### src/rtl/card_select_ctrl.sv
// Card-pick controller for a 16-card memory game: cursor navigation, two picks per turn
// (by button or timed-out auto scan), value compare through the board RAM, show delay, resolve.
module card_select_ctrl #(
    parameter int SHOW_CYCLES = 25_000_000
) (
    input  logic        clk,
    input  logic        rst,
    input  logic        new_game,
    input  logic        start_turn,
    input  logic        btn_next,
    input  logic        btn_prev,
    input  logic        btn_sel,
    input  logic        timeout,
    output logic [3:0]  rd_addr,
    input  logic [2:0]  card_val,
    output logic [3:0]  cursor,
    output logic [15:0] face_up,
    output logic [15:0] matched,
    output logic        busy,
    output logic        picked,
    output logic        pair_done,
    output logic        pair_match,
    output logic        all_matched
);

    localparam int CW = (SHOW_CYCLES > 1) ? $clog2(SHOW_CYCLES) : 1;
    localparam logic [CW-1:0] SHOW_LOAD = CW'(SHOW_CYCLES - 1);

    typedef enum logic [2:0] {
        S_IDLE, S_WAIT1, S_WAIT2, S_SCAN, S_COMPARE, S_SHOW, S_RESOLVE
    } state_t;

    state_t          r_state;
    state_t          w_state_nxt;
    logic [7:0]      r_lfsr;
    logic [3:0]      r_cursor;
    logic [15:0]     r_face_up;
    logic [15:0]     r_matched;
    logic [3:0]      r_scan_ptr;
    logic [1:0]      r_remain;
    logic [3:0]      r_pick0;
    logic [3:0]      r_pick1;
    logic [2:0]      r_val0;
    logic            r_cmp_phase;
    logic            r_match;
    logic            r_picked;
    logic [CW-1:0]   r_show_cnt;

    logic            w_cur_elig;
    logic            w_scan_elig;
    logic            w_all_matched;
    logic            w_accept;
    logic [3:0]      w_accept_addr;
    logic            w_first_pick;
    logic            w_to_scan;
    logic [3:0]      w_rd_addr;
    logic            w_fb;

    assign w_cur_elig    = ~r_matched[r_cursor] & ~r_face_up[r_cursor];
    assign w_scan_elig   = ~r_matched[r_scan_ptr] & ~r_face_up[r_scan_ptr];
    assign w_all_matched = (r_matched == 16'hFFFF);
    assign w_first_pick  = (r_state == S_WAIT1) || ((r_state == S_SCAN) && (r_remain == 2'd2));
    assign w_fb          = r_lfsr[7] ^ r_lfsr[5] ^ r_lfsr[4] ^ r_lfsr[3];

    always_ff @(posedge clk or posedge rst) begin
        if (rst) r_state <= S_IDLE;
        else     r_state <= w_state_nxt;
    end

    always_comb begin
        w_state_nxt   = r_state;
        w_accept      = 1'b0;
        w_accept_addr = r_cursor;
        w_to_scan     = 1'b0;
        w_rd_addr     = 4'd0;
        case (r_state)
            S_IDLE: if (start_turn) w_state_nxt = S_WAIT1;
            S_WAIT1, S_WAIT2: begin
                // A select press wins over a simultaneous timeout, even when it hits a dead card.
                if (btn_sel) begin
                    if (w_cur_elig) begin
                        w_accept    = 1'b1;
                        w_state_nxt = (r_state == S_WAIT1) ? S_WAIT2 : S_COMPARE;
                    end
                end else if (timeout && !w_all_matched) begin
                    w_to_scan   = 1'b1;
                    w_state_nxt = S_SCAN;
                end
            end
            S_SCAN: begin
                w_accept_addr = r_scan_ptr;
                if (w_scan_elig) begin
                    w_accept = 1'b1;
                    if (r_remain == 2'd1) w_state_nxt = S_COMPARE;
                end
            end
            S_COMPARE: begin
                w_rd_addr = r_cmp_phase ? r_pick1 : r_pick0;
                if (r_cmp_phase) w_state_nxt = S_SHOW;
            end
            S_SHOW:    if (r_show_cnt == '0) w_state_nxt = S_RESOLVE;
            S_RESOLVE: w_state_nxt = S_IDLE;
            default:   w_state_nxt = S_IDLE;
        endcase
        if (new_game) begin
            w_state_nxt = S_IDLE;
            w_accept    = 1'b0;
            w_to_scan   = 1'b0;
        end
    end

    always_ff @(posedge clk or posedge rst) begin
        if (rst) begin
            r_lfsr      <= 8'h01;
            r_cursor    <= 4'd0;
            r_face_up   <= 16'h0000;
            r_matched   <= 16'h0000;
            r_scan_ptr  <= 4'd0;
            r_remain    <= 2'd0;
            r_pick0     <= 4'd0;
            r_pick1     <= 4'd0;
            r_val0      <= 3'd0;
            r_cmp_phase <= 1'b0;
            r_match     <= 1'b0;
            r_picked    <= 1'b0;
            r_show_cnt  <= '0;
        end else begin
            r_lfsr   <= {r_lfsr[6:0], w_fb};
            r_picked <= w_accept;
            if (btn_next && !btn_prev)      r_cursor <= r_cursor + 4'd1;
            else if (btn_prev && !btn_next) r_cursor <= r_cursor - 4'd1;

            if (new_game) begin
                r_face_up   <= 16'h0000;
                r_matched   <= 16'h0000;
                r_cmp_phase <= 1'b0;
            end else begin
                if (w_accept) begin
                    r_face_up[w_accept_addr] <= 1'b1;
                    if (w_first_pick) r_pick0 <= w_accept_addr;
                    else              r_pick1 <= w_accept_addr;
                end
                if (w_to_scan) begin
                    r_scan_ptr <= r_lfsr[3:0];
                    r_remain   <= (r_state == S_WAIT1) ? 2'd2 : 2'd1;
                end
                case (r_state)
                    S_SCAN: begin
                        r_scan_ptr <= r_scan_ptr + 4'd1;
                        if (w_accept) r_remain <= r_remain - 2'd1;
                    end
                    S_COMPARE: begin
                        r_cmp_phase <= ~r_cmp_phase;
                        if (!r_cmp_phase) begin
                            r_val0 <= card_val;
                        end else begin
                            r_match    <= (card_val == r_val0);
                            r_show_cnt <= SHOW_LOAD;
                        end
                    end
                    S_SHOW: if (r_show_cnt != '0) r_show_cnt <= r_show_cnt - 1'b1;
                    S_RESOLVE: begin
                        if (r_match) begin
                            r_matched[r_pick0] <= 1'b1;
                            r_matched[r_pick1] <= 1'b1;
                        end
                        r_face_up[r_pick0] <= 1'b0;
                        r_face_up[r_pick1] <= 1'b0;
                    end
                    default: ;
                endcase
            end
        end
    end

    assign rd_addr     = w_rd_addr;
    assign cursor      = r_cursor;
    assign face_up     = r_face_up;
    assign matched     = r_matched;
    assign busy        = (r_state != S_IDLE);
    assign picked      = r_picked;
    assign pair_done   = (r_state == S_RESOLVE);
    assign pair_match  = (r_state == S_RESOLVE) && r_match;
    assign all_matched = w_all_matched;

endmodule

### config.mk
export PLATFORM = sky130hd
export DESIGN_NAME = card_select_ctrl
export DESIGN_NICKNAME = d
export VERILOG_FILES = /design/src/rtl/card_select_ctrl.sv
export SDC_FILE = /design/constraint.sdc
export NUM_CORES = 1
export LEC_CHECK = 0
export BUFFER_PORTS_ARGS = -buffer_cell sky130_fd_sc_hd__buf_2
export CORE_MARGIN = 1
export CORE_UTILIZATION = 40
export CTS_CLUSTER_DIAMETER = 80
export DETAILED_ROUTE_END_ITERATION = 16
export GPL_ROUTABILITY_DRIVEN = 0
export SYNTH_ARGS = -nofsm -noshare
export SYNTH_HDL_FRONTEND = slang
export SYNTH_SLANG_ARGS = --single-unit
### constraint.sdc
create_clock -name clk -period 3.6 [get_ports clk]
set_clock_uncertainty 0.15 [all_clocks]
set_input_delay 0.72 -clock clk [delete_from_list [all_inputs] [get_ports clk]]
set_output_delay 0.72 -clock clk [all_outputs]
set_load 0.02 [all_outputs]
-- After elaboration in Yosys (flattened, before gate mapping)
Index checks and enable logic that the tools add are counted.
- add/sub/neg operators: 5
- reduce and logical (&&, ||, !) cells: 31
- bitwise logic cells: 19
- $lt $le $gt $ge: 8
- multiplexer cells: 57
- equal/unequal tests: 19
- operators with widths (cell ; count):
    two-way mux 16 bit ; 7
    two-way mux 25 bit ; 2
    case mux 25 bit (2 select lines) ; 1
    bitwise OR 16 bit ; 3
    AND 16 bit ; 2
    NOT 16 bit ; 2
    two-way mux 3 bit ; 10
    two-way mux 4 bit ; 7
    zero test 25 bit ; 1
    less-than comparator 4 x 5 -> 1 bit (second input constant) ; 5
    nonzero test 25 bit ; 1
    subtractor 25 x 1 -> 25 bit (second input constant) ; 1
    two-way mux 1 bit ; 17
    binary-select mux 1 bit (select 4 bit) ; 4
    == test 16 bit (second input constant) ; 1
    case mux 3 bit (5 select lines) ; 1
    demux 1 bit (select 4 bit) ; 3
    >= comparator 4 x 1 -> 1 bit (second input constant) ; 3
    != test 3 bit (second input constant) ; 4
    AND reduction 3 bit ; 4
    nonzero test 2 bit ; 6
    == test 3 bit (second input constant) ; 3
    adder 4 x 1 -> 4 bit (second input constant) ; 2
    logical AND 1 bit ; 8
    other kinds (23) ; 41
- word-level logic and storage cells: 153
- bits of input ports: 11
- output and inout port bits: 45
- register bits after elaboration: 92

-- Depth between registers and ports, before layout
- depth in word-level cells: 14
- depth in mapped cells: 10
- gate-level depth less buffers: 9

-- Worst setup path after synthesis
OpenSTA, ideal clock, no wires.
- kind: flip-flop to flip-flop
- start: register r_show_cnt[16]
- end: register r_state[0]
- period minus slack after synthesis: 2.864 ns
- path buffers: 1
- cell stages (with the launch flop): 9
- setup slack: 0.736 ns
- library setup time: 0.095 ns
- required time: 3.355 ns
- arrival: 2.619 ns
- path through: dfrtp_1 > or4_4 > nand2b_4 > o31a_1 > buf_6 > or2_0 > or3b_1 > a311o_1 > o31ai_1
- cells in the longest elaborated chain, start to end: 3
- RTL lines (item ; line ; RTL):
    start, declared ; 47 ; logic [CW-1:0] r_show_cnt;
    start signal, assigned ; 161 ; S_SHOW: if (r_show_cnt != '0) r_show_cnt <= r_show_cnt - 1'b1;
    zero test 25 bit ; 101 ; S_SHOW: if (r_show_cnt == '0) w_state_nxt = S_RESOLVE;
    != test 3 bit (no line) ; - ;
    AND reduction 7 bit (no line) ; - ;
    end signal, assigned ; 67 ; else r_state <= w_state_nxt;
    end, declared ; 33 ; state_t r_state;
No other way between the ends.
A chain may end at the register's enable or synchronous reset.

-- Final worst setup path
Same ends and word-level chain as after synthesis.

==> flow_summary.json <==
{
  "multi_input_area_sq_mm": 0.00248,
  "core.rowCount": 40,
  "antenna_left": 0,
  "dpl_worst_slack_ns": 0.614,
  "drv_cap": 0,
  "port_buffers": 55,
  "synth_top_cell_by_area": "dfrtp_1",
  "cts_setup_buffers": 0,
  "synth_commonest_cells": "dfrtp_1, nor2_1, a21oi_1",
  "synth_seq_cells": 92,
  "grt_pass1_wl_um": 21300,
  "grt_overflow": 0,
  "ir_drop_mv": 0.414,
  "synth_most_common_cell": "dfrtp_1",
  "vias": 4254,
  "finalSetupTns_ns": 0,
  "grt_pass1_vias": 3968,
  "die-height_um": 113,
  "cp.required_ns": 3.71,
  "utilization": 0.469,
  "register_area_sq_mm": 0.00230,
  "initial_core_util": 0.409,
  "clk_path_buf_depth": 2,
  "hp-class": "flop to flop",
  "drt_iter0_drc": 383,
  "syn-num-nets": 539,
  "postSynthAreaPerCell_sq_um": 9.46,
  "dp.final_hpwl_um": 9340,
  "root_buffer": "clkbuf_16",
  "finalHoldViolations": 0,
  "grt_max_degree": 93,
  "min_period_over_period": 0.835,
  "avgRoutedWirePerCell_um": 17.9,
  "grt_usage": 0.216,
  "io_pins": 56,
  "whs_path_depth": 0,
  "seq_area_frac_synth": 0.468,
  "syn_to_final_growth_pct": 14.6,
  "htreeDepth": 3,
  "start_kind": "flop",
  "mappedNetlistArea_sq_mm": 0.00492,
  "worst-r2r-cell-count": 7,
  "fmax_mhz": 333,
  "period_minus_slack_ns": 3.01,
  "timing.slew.headroom": 0.489,
  "dieArea_sq_mm": 0.0127,
  "wirelength_um": 13000,
  "cts_resized": 0,
  "power.density_mw_per_mm2": 740,
  "synth_edf_count": 0,
  "status": "finished clean",
  "clkSinkCount": 92,
  "stdcell_area_sq_mm": 0.00564,
  "p_total_mw": 4.17,
  "endpoint_kind": "flop",
  "holdBufCountCts": 0,
  "grt_setup_unrepaired": "false",
  "slew_viol_final": 0,
  "dieWidth_um": 113,
  "placed_area_sq_mm": 0.00536,
  "yosysWarnings": 0,
  "cts_made_buffers": 9,
  "drive_gt1_frac": 0.184,
  "ys_types": 56,
  "synth_cells": 520,
  "finalSetupViolCount": 0,
  "drc": 0,
  "synth_top_area_frac": 0.463,
  "p_leak_nw": 2.58,
  "cts_tree": "built",
  "worstMarginPinSlew_ns": 0.766,
  "layout_setup_ws_ns": 0.595,
  "synth_area_leaders": "dfrtp_1, nor2_1, a21oi_1",
  "antenna_found_initial": 0,
  "drtPass1Iterations": 4,
  "insertion_delay_ns": 0.35,
  "synthFlopType": "dfrtp_1",
  "worst-path-max-fanout": 10,
  "cp.arrival_ns": 3.11,
  "num_antenna_cells": 0,
  "synthArstFlopShare": 1.00,
  "via_per_inst": 5.88,
  "nFillCells": 1179,
  "criticalPathCategory": "flop to flop",
  "finalNetCount": 590,
  "coreArea_sq_mm": 0.0120,
  "path_clk_slew_ns": 0.07
}
worst paths after layout:
check	from	endpoint	slack (ns)
max reg2reg	r_show_cnt[16]$_DFFE_PP0P_	r_state[0]$_DFFE_PP0P_	0.59
min	r_lfsr[6]$_DFF_PP0_	r_lfsr[7]$_DFF_PP0_	0.20
max in group asynchronous	rst	r_lfsr[1]$_DFF_PP0_	2.57
min in group asynchronous	rst	r_lfsr[7]$_DFF_PP0_	0.30
min reg2reg	r_lfsr[6]$_DFF_PP0_	r_lfsr[7]$_DFF_PP0_	0.20
max	r_show_cnt[16]$_DFFE_PP0P_	r_state[0]$_DFFE_PP0P_	0.59
power by group:
group / switching, mW / leakage [nW] / internal (mW)
Combinational: 0.891 / 1.22 / 0.688
Clock: 0.395 / 0.130 / 0.508
Sequential: 0.404 / 1.23 / 1.29
Total: 1.69 / 2.58 / 2.48
layout by cell type, fill, tap and decap left out, types with 5 or more instances in the layout:
| cell | Yosys | layout |
|---|---|---|
| nand2b_1 | 14 | 14 |
| nand2_1 | 38 | 38 |
| nand3_1 | 8 | 8 |
| nor4_1 | 12 | 12 |
| a21oi_1 | 45 | 45 |
| nor3_1 | 19 | 19 |
| inv_1 | 13 | 12 |
| dfrtp_1 | 91 | 91 |
| buf_4 | 0 | 6 |
| nor2_1 | 70 | 70 |
| nor4b_1 | 7 | 7 |
| xor2_1 | 10 | 10 |
| mux2_2 | 16 | 16 |
| o21ai_0 | 21 | 21 |
| o22ai_1 | 16 | 16 |
| a211oi_1 | 10 | 10 |
| or3_1 | 5 | 5 |
| or2_2 | 6 | 6 |
| nand4_1 | 5 | 5 |
| ha_1 | 7 | 7 |
| xnor2_1 | 17 | 17 |
| nor3b_1 | 7 | 7 |
| buf_2 | 0 | 55 |
| mux2i_1 | 8 | 8 |
| clkbuf_16 | 0 | 9 |
stage by stage:
stage	std cells	hold WS, ns
final	723	0.204
after global routing	723	0.212
after CTS	723	0.211
after detailed placement	707	0.196
after global placement	707	0.189
after floorplan	520	0.181
critical path, stage by stage, from the launching register on:
cell and delay [ns]:
dfrtp_1 0.43, or4_4 0.57, nand2b_4 0.16, o31a_1 0.39, or2_0 0.23, or3b_1 0.42, a311o_1 0.35, o31ai_1 0.23
routing by layer:
metal	up-vias	track usage	wire, um
li1	1991	-	-
met1	2091	0.317	6060
met2	156	0.313	5770
met3	16	0.0498	945
met4	0	0.0728	198
met5	-	0	0
kinds of logic (layout without fill, tap and decap cells):
logic type,count (synthesis),after routing,share of synthesized area
AND/OR/NAND/NOR,209,209,0.214
multiplexers,27,27,0.0667
XOR/XNOR,27,27,0.0481
flip-flops,92,92,0.468
buffers and inverters,35,91,0.0282
adder cells (fa/ha/maj),8,8,0.0219
AO/OA/AOI/OAI,122,122,0.153
final cells by class:
class / instances / area share
Clock buffer: 15 / 0.0475
Tap cell: 147 / 0.0326
Clock inverter: 1 / 0.00133
Multi-Input combinational cell: 393 / 0.440
Timing Repair Buffer: 62 / 0.0604
Inverter: 13 / 0.00888
Sequential cell: 92 / 0.409
flip-flops by register name (all words and copies together), names as in the netlist:
signal / cells
r_lfsr: 8
cursor: 4
r_remain: 2
picked: 1
r_pick0: 4
face_up: 16
r_val0: 3
r_show_cnt: 25
r_match: 1
matched: 16
r_cmp_phase: 1
r_scan_ptr: 4
r_state: 3
r_pick1: 4
Power figures use the tool's default switching activity.
